### src/rtl/prog_clk_div.sv
// Runtime-programmable clock divider.
// Produces a registered divided clock with programmable ratio and duty mode,
// plus a one-cycle tick on the first cycle of each output period. New settings
// loaded while running are held pending and only take effect at a period
// boundary, so the output never glitches.
module prog_clk_div #(
    parameter int CNT_W     = 8,
    parameter int RESET_DIV = 8
) (
    input  logic             clk,
    input  logic             rst,
    input  logic             en,
    input  logic             cfg_load,
    input  logic [CNT_W-1:0] cfg_div,
    input  logic [CNT_W-1:0] cfg_high,
    input  logic             cfg_mode,
    output logic             clk_out,
    output logic             tick,
    output logic             cfg_pending,
    output logic             running
);

    // Reset configuration, already clamped: ratio RESET_DIV, half duty.
    localparam int               RESET_N_INT = (RESET_DIV < 2) ? 2 : RESET_DIV;
    localparam logic [CNT_W-1:0] RESET_NEFF  = CNT_W'(RESET_N_INT);
    localparam logic [CNT_W-1:0] RESET_HEFF  = CNT_W'(RESET_N_INT / 2);

    typedef enum logic {
        ST_IDLE = 1'b0,
        ST_RUN  = 1'b1
    } state_t;

    state_t           state_reg, state_next;
    logic [CNT_W-1:0] cnt_reg, cnt_next;
    logic             clk_out_reg, clk_out_next;
    logic             tick_reg, tick_next;

    // Active configuration holds the clamped (effective) values.
    logic [CNT_W-1:0] act_div_reg, act_div_next;
    logic [CNT_W-1:0] act_high_reg, act_high_next;

    // Pending configuration holds the raw values as loaded.
    logic             pend_valid_reg, pend_valid_next;
    logic [CNT_W-1:0] pend_div_reg, pend_div_next;
    logic [CNT_W-1:0] pend_high_reg, pend_high_next;
    logic             pend_mode_reg, pend_mode_next;

    // Clamp sources: index 0 is the live cfg inputs (direct load while idle),
    // index 1 is the pending registers (applied at a boundary).
    logic [CNT_W-1:0] src_div  [2];
    logic [CNT_W-1:0] src_high [2];
    logic             src_mode [2];
    logic [CNT_W-1:0] eff_div  [2];
    logic [CNT_W-1:0] eff_high [2];

    assign src_div[0]  = cfg_div;
    assign src_high[0] = cfg_high;
    assign src_mode[0] = cfg_mode;
    assign src_div[1]  = pend_div_reg;
    assign src_high[1] = pend_high_reg;
    assign src_mode[1] = pend_mode_reg;

    genvar gi;
    generate
        for (gi = 0; gi < 2; gi++) begin : g_clamp
            // Ratio below 2 is clamped to 2; high time is kept within 1..Neff-1.
            always_comb begin
                eff_div[gi]  = (src_div[gi] < CNT_W'(2)) ? CNT_W'(2) : src_div[gi];
                eff_high[gi] = eff_div[gi] >> 1;
                if (src_mode[gi]) begin
                    if (src_high[gi] == '0) begin
                        eff_high[gi] = CNT_W'(1);
                    end else if (src_high[gi] >= eff_div[gi]) begin
                        eff_high[gi] = eff_div[gi] - CNT_W'(1);
                    end else begin
                        eff_high[gi] = src_high[gi];
                    end
                end
            end
        end
    endgenerate

    logic             boundary;
    logic [CNT_W-1:0] cnt_inc;

    assign boundary = (cnt_reg == act_div_reg - CNT_W'(1));
    assign cnt_inc  = cnt_reg + CNT_W'(1);

    // Next-state logic: idle/run control, counter, outputs and config handling.
    always_comb begin
        state_next      = state_reg;
        cnt_next        = cnt_reg;
        clk_out_next    = clk_out_reg;
        tick_next       = 1'b0;
        act_div_next    = act_div_reg;
        act_high_next   = act_high_reg;
        pend_valid_next = pend_valid_reg;
        pend_div_next   = pend_div_reg;
        pend_high_next  = pend_high_reg;
        pend_mode_next  = pend_mode_reg;

        case (state_reg)
            ST_IDLE: begin
                cnt_next     = '0;
                clk_out_next = 1'b0;
                // Idle load goes straight to active so a start on the same
                // edge already uses it.
                if (cfg_load) begin
                    act_div_next  = eff_div[0];
                    act_high_next = eff_high[0];
                end
                if (en) begin
                    state_next   = ST_RUN;
                    cnt_next     = '0;
                    clk_out_next = 1'b1;
                    tick_next    = 1'b1;
                end
            end
            ST_RUN: begin
                if (!en) begin
                    state_next   = ST_IDLE;
                    cnt_next     = '0;
                    clk_out_next = 1'b0;
                end else if (boundary) begin
                    cnt_next     = '0;
                    clk_out_next = 1'b1;
                    tick_next    = 1'b1;
                    if (pend_valid_reg) begin
                        act_div_next    = eff_div[1];
                        act_high_next   = eff_high[1];
                        pend_valid_next = 1'b0;
                    end
                end else begin
                    cnt_next     = cnt_inc;
                    clk_out_next = (cnt_inc < act_high_reg);
                end
                // A load while running always lands in pending; on a boundary
                // edge this happens after the old pending was consumed.
                if (cfg_load) begin
                    pend_valid_next = 1'b1;
                    pend_div_next   = cfg_div;
                    pend_high_next  = cfg_high;
                    pend_mode_next  = cfg_mode;
                end
            end
            default: begin
                state_next = ST_IDLE;
            end
        endcase
    end

    // State registers with asynchronous active-low clear.
    always_ff @(posedge clk or negedge rst) begin
        if (!rst) begin
            state_reg      <= ST_IDLE;
            cnt_reg        <= '0;
            clk_out_reg    <= 1'b0;
            tick_reg       <= 1'b0;
            act_div_reg    <= RESET_NEFF;
            act_high_reg   <= RESET_HEFF;
            pend_valid_reg <= 1'b0;
            pend_div_reg   <= '0;
            pend_high_reg  <= '0;
            pend_mode_reg  <= 1'b0;
        end else begin
            state_reg      <= state_next;
            cnt_reg        <= cnt_next;
            clk_out_reg    <= clk_out_next;
            tick_reg       <= tick_next;
            act_div_reg    <= act_div_next;
            act_high_reg   <= act_high_next;
            pend_valid_reg <= pend_valid_next;
            pend_div_reg   <= pend_div_next;
            pend_high_reg  <= pend_high_next;
            pend_mode_reg  <= pend_mode_next;
        end
    end

    assign clk_out     = clk_out_reg;
    assign tick        = tick_reg;
    assign cfg_pending = pend_valid_reg;
    assign running     = (state_reg == ST_RUN);

endmodule
### config.mk
export PLATFORM = sky130hd
export DESIGN_NAME = prog_clk_div
export DESIGN_NICKNAME = d
export VERILOG_FILES = /design/src/rtl/prog_clk_div.sv
export SDC_FILE = /design/constraint.sdc
export NUM_CORES = 1
export LEC_CHECK = 0
export BUFFER_PORTS_ARGS = -buffer_cell sky130_fd_sc_hd__buf_4
export CAP_MARGIN = 10
export CORE_MARGIN = 4
export CORE_UTILIZATION = 55
export CTS_CLUSTER_DIAMETER = 150
export DETAILED_ROUTE_END_ITERATION = 12
export PLACE_DENSITY = 0.72
export SLEW_MARGIN = 20
export SYNTH_ARGS = -nofsm -noshare
export SYNTH_HDL_FRONTEND = slang
export SYNTH_SLANG_ARGS = --single-unit
### constraint.sdc
create_clock -name clk -period 5 [get_ports clk]
set_input_delay 0.25 -clock clk [delete_from_list [all_inputs] [get_ports clk]]
set_output_delay 0.25 -clock clk [all_outputs]
set_load 0.05 [all_outputs]
==> impl_summary.txt <==
----------------------------------------------------
[Status]
  Run status ... completed

[Detailed routing]
  Number of vias after detailed routing ... 2,712
  Number of DRC markers after the initial detailed-route iteration ... 221
  Total wirelength of the detailed-routed design ... 8271 µm
  Residual DRC count ... 0
  DR pass1 iterations ... 4
  WL per Instance ... 18.22 µm
  Per-cell via count in the routed design ... 5.974
  ANT nets after route ... 0

[GRT]
  Remaining Overflow, GRT ... 0
  Total global-route track usage ... 24.12%
  Maximum number of pins on one net before global-route repair ... 46
  Number of antenna violations at the first check in global routing ... 0
  Number of global-route vias before repair ... 2,719
  Wire length of the first global-routing pass ... 14,030 µm

[Worst setup path]
  Category of the critical setup timing path ... reg2reg
  Bufs and invs on worst path ... 1
  Cells along the critical path ... or4_1 > o41ai_1 > inv_1 > ha_1 > nand2b_1 > a2111oi_0 > o31a_1 > mux2_2 > a211oi_1 > mux2i_1
  Largest stage delay, worst path ... 0.60 ns
  Data arrival, critical path ... 4.00 ns
  Crit-path leading delay family ... compound AO/OA/AOI/OAI gates
  Slowest stage cell, crit path ... sky130_fd_sc_hd__or4_1
  Cells on worst reg2reg path ... 10
  Critical path required time ... 5.15 ns
  RR Endpoint ... act_high_reg[6]
  Endpoint class of the critical path ... flip-flop
  Critical register-to-register path startpoint ... pend_div_reg[4]
  Critical path peak fanout ... 8
  Kind of start point of the critical path ... flip-flop
  Worst R2R Setup Slack ... 1.15 ns

[Floorplanning]
  Horizontal extent of the die ... 86.51 µm
  Total I/O pin count ... 25
  Core region area ... 5956 µm²
  Number of placement rows ... 28
  Initial core utilization ... 56.91%
  Die Ht ... 86.51 µm
  Total Die Area ... 7483 µm²

[Min path]
  Hold worst-path end ... running
  Cell count of the worst hold path ... 1
  Worst Hold Class ... in2reg
  Hold Path Origin ... en

[Finish]
  Area Overhead vs Synth ... 9.007%
  Most common library cell in the layout ignoring fill and taps ... sky130_fd_sc_hd__dfrtp_1
  Final std cell area, no fill ... 3695 µm²
  Commonest cells after routing, fill and taps aside ... 43 x sky130_fd_sc_hd__dfrtp_1, 36 x sky130_fd_sc_hd__nand2_1, 32 x sky130_fd_sc_hd__inv_1
  Fraction of final layout cells with drive strength greater than 1 ... 15.83%
  Core occupancy in the finished layout ... 62.04%
  N_diodes ... 0
  Post-layout net count ... 426

[Synthesis]
  Fraction of synthesis flops using an asynchronous set or reset pin ... 100.0%
  Area of the mapped netlist ... 3390 µm²
  Count of flip-flops with a built-in enable after synthesis ... 0
  Mapped Nets ... 410
  Cell type contributing the most total cell area after synthesis ... sky130_fd_sc_hd__dfrtp_1
  Yosys synthesis warning count ... 0
  Avg Inst Size Synth ... 9.363 µm²
  Count of different cell masters after synthesis ... 58
  Cells after synthesis ... 362
  Flip-flop and latch count after synthesis ... 45
  Fraction of post-synthesis cell area in the top cell type by area ... 31.75%
  Leading cell types by total area after synthesis ... sky130_fd_sc_hd__dfrtp_1 32%, sky130_fd_sc_hd__ha_1 10%, sky130_fd_sc_hd__mux2i_1 6.5%
  Top_reg_cell synth ... sky130_fd_sc_hd__dfrtp_1
  Share of the yosys chip area belonging to registers ... 33.30%

[Clock tree]
  Maximum level of the CTS H-tree ... 2
  Buffer cell driving the clock tree root ... sky130_fd_sc_hd__clkbuf_8
  Register clock-pin slew on the reported worst setup and hold paths ... 0.08 ns
  # resized after CTS ... 0
  Clock latency on the worst-skew pair ... 0.30 ns
  CTS tree ... built
  Number of CTS-inserted buffers ... 5
  Number of clock sinks seen by CTS ... 45
  Buffer levels on the longest clock path ... 2

[STA]
  Largest clock skew in the final design ... 0.004868 ns
  Sum of negative setup slack ... 0 ns
  Unrepaired setup endpoints after global routing ... false
  Period utilisation layout ... 76.99%
  Final-report hold violation count ... 0
  Highest clock rate ... 259.8 MHz
  Max-slew violations ... 0
  Minimum period implied by the final worst setup slack ... 3.849 ns
  Slew @ Worst Pin ... 0.9482 ns
  Slew margin rel. ... 36.63%
  Setup violations, final ... 0

[Place]
  Final HPWL from detailed placement ... 6423 µm
  Port bufs ... 24
  Cell area reported after detailed placement ... 3577 µm²
  Placer Congestion ... 0.9365

[Pwr]
  Power density normalized to cell area ... 309.6 nW/µm²
  Sequential cell fraction of total power ... 42.5%
  Static leakage ... 1.760 nW
  Final Power ... 0.001144 W
  Combinational share of power ... 33.6%
  Share of total power in the clock network ... 23.8%
  Switching portion of total power ... 33.79%
  Worst-case vdd ir drop ... 188.7 µV
  Switching power ... 0.0003866 W
  Int Power ... 0.0007574 W

[Job]
  Max-cap check violation count ... 0

----------------------------------------------------
[layout make-up]
| cell class | count | area [µm²] |
|---|---|---|
| clock buffers | 6 | 72.57 |
| multi-input cells | 268 | 2051 |
| clock inverters | 2 | 35.03 |
| well taps | 75 | 93.84 |
| flip-flops and latches | 45 | 1129 |
| fillers | 514 | 2261 |
| inverters | 33 | 123.9 |
| repair buffers | 25 | 190.2 |
[layer usage]
metal	part of all wire, %	global-route usage [%]	vias up
li1	-	-	1325
met1	47	35.79	1282
met2	45	36.58	97
met3	6.8	4.278	8
met4	1.1	5.807	0
met5	0	0	-
[cell usage after synthesis (6+ instances only)]
| cell | instances |
|---|---|
| sky130_fd_sc_hd__clkbuf_1 | 11 |
| sky130_fd_sc_hd__dfrtp_1 | 43 |
| sky130_fd_sc_hd__ha_1 | 27 |
| sky130_fd_sc_hd__inv_1 | 32 |
| sky130_fd_sc_hd__mux2_2 | 18 |
| sky130_fd_sc_hd__mux2i_1 | 22 |
| sky130_fd_sc_hd__nand2_1 | 36 |
| sky130_fd_sc_hd__nor2_1 | 16 |
| sky130_fd_sc_hd__nor2b_1 | 8 |
| sky130_fd_sc_hd__nor3_1 | 6 |
| sky130_fd_sc_hd__o21ai_0 | 19 |
| sky130_fd_sc_hd__or4_1 | 6 |
| sky130_fd_sc_hd__xnor2_1 | 15 |
[repair_timing]
item | 4_1_cts | 5_1_grt
hold buffers | 1 | 0
endpoints found under the hold margin | 43 | 0
setup buffers | 0 | 0
[through the flow]
step | cells | hold slack, ns | setup slack (ns)
after detailed placement | 445 | 0.2941 | 1.132
final | 454 | 0.1050 | 1.151
after floorplan | 362 | -0.04559 | 1.451
after global routing | 454 | 0.09351 | 0.8536
after global placement | 445 | 0.2844 | 1.273
after CTS | 454 | 0.09417 | 1.170
[worst reg2reg max path, stage by stage (launching register included)]
cell                        delay [ns]
sky130_fd_sc_hd__dfrtp_1          0.43
sky130_fd_sc_hd__or4_1            0.60
sky130_fd_sc_hd__o41ai_1          0.50
sky130_fd_sc_hd__inv_1            0.12
sky130_fd_sc_hd__ha_1             0.29
sky130_fd_sc_hd__nand2b_1         0.15
sky130_fd_sc_hd__a2111oi_0        0.43
sky130_fd_sc_hd__o31a_1           0.46
sky130_fd_sc_hd__mux2_2           0.39
sky130_fd_sc_hd__a211oi_1         0.23
sky130_fd_sc_hd__mux2i_1          0.10
[logic make-up after synthesis]
kind of cell | share of synthesized area, %
and+or+nand+nor | 16.21
adders and majority gates | 9.967
muxes | 14.25
xor gates and xnor gates | 5.168
DFF | 33.30
AOI/OAI and AO/OA | 14.91
buffers and inverters | 6.202
[worst max path at each step]
stage                    start              end  slack, ns  cells after the start
2_1_floorplan  pend_div_reg[3]  act_high_reg[6]       1.45                     12
3_3_place_gp        cfg_div[6]  act_high_reg[4]       1.27                     11
3_5_place_dp        cfg_div[6]  act_high_reg[4]       1.13                     11
4_1_cts        pend_div_reg[4]  act_high_reg[6]       1.17                     10
5_1_grt        pend_div_reg[4]  act_high_reg[6]       0.85                     10
6_report       pend_div_reg[4]  act_high_reg[6]       1.15                     10
[power by group through the flow]
stage	combinational [W]	clock, W	sequential (W)
final	0.000385	0.000273	0.000487
after global routing	0.000428	0.000296	0.000498
after CTS	0.000383	0.000281	0.000485
after detailed placement	0.000380	0	0.000492
after global placement	0.000370	0	0.000490
after floorplan	0.000299	0	0.000467
Power figures use the tool's default switching activity.
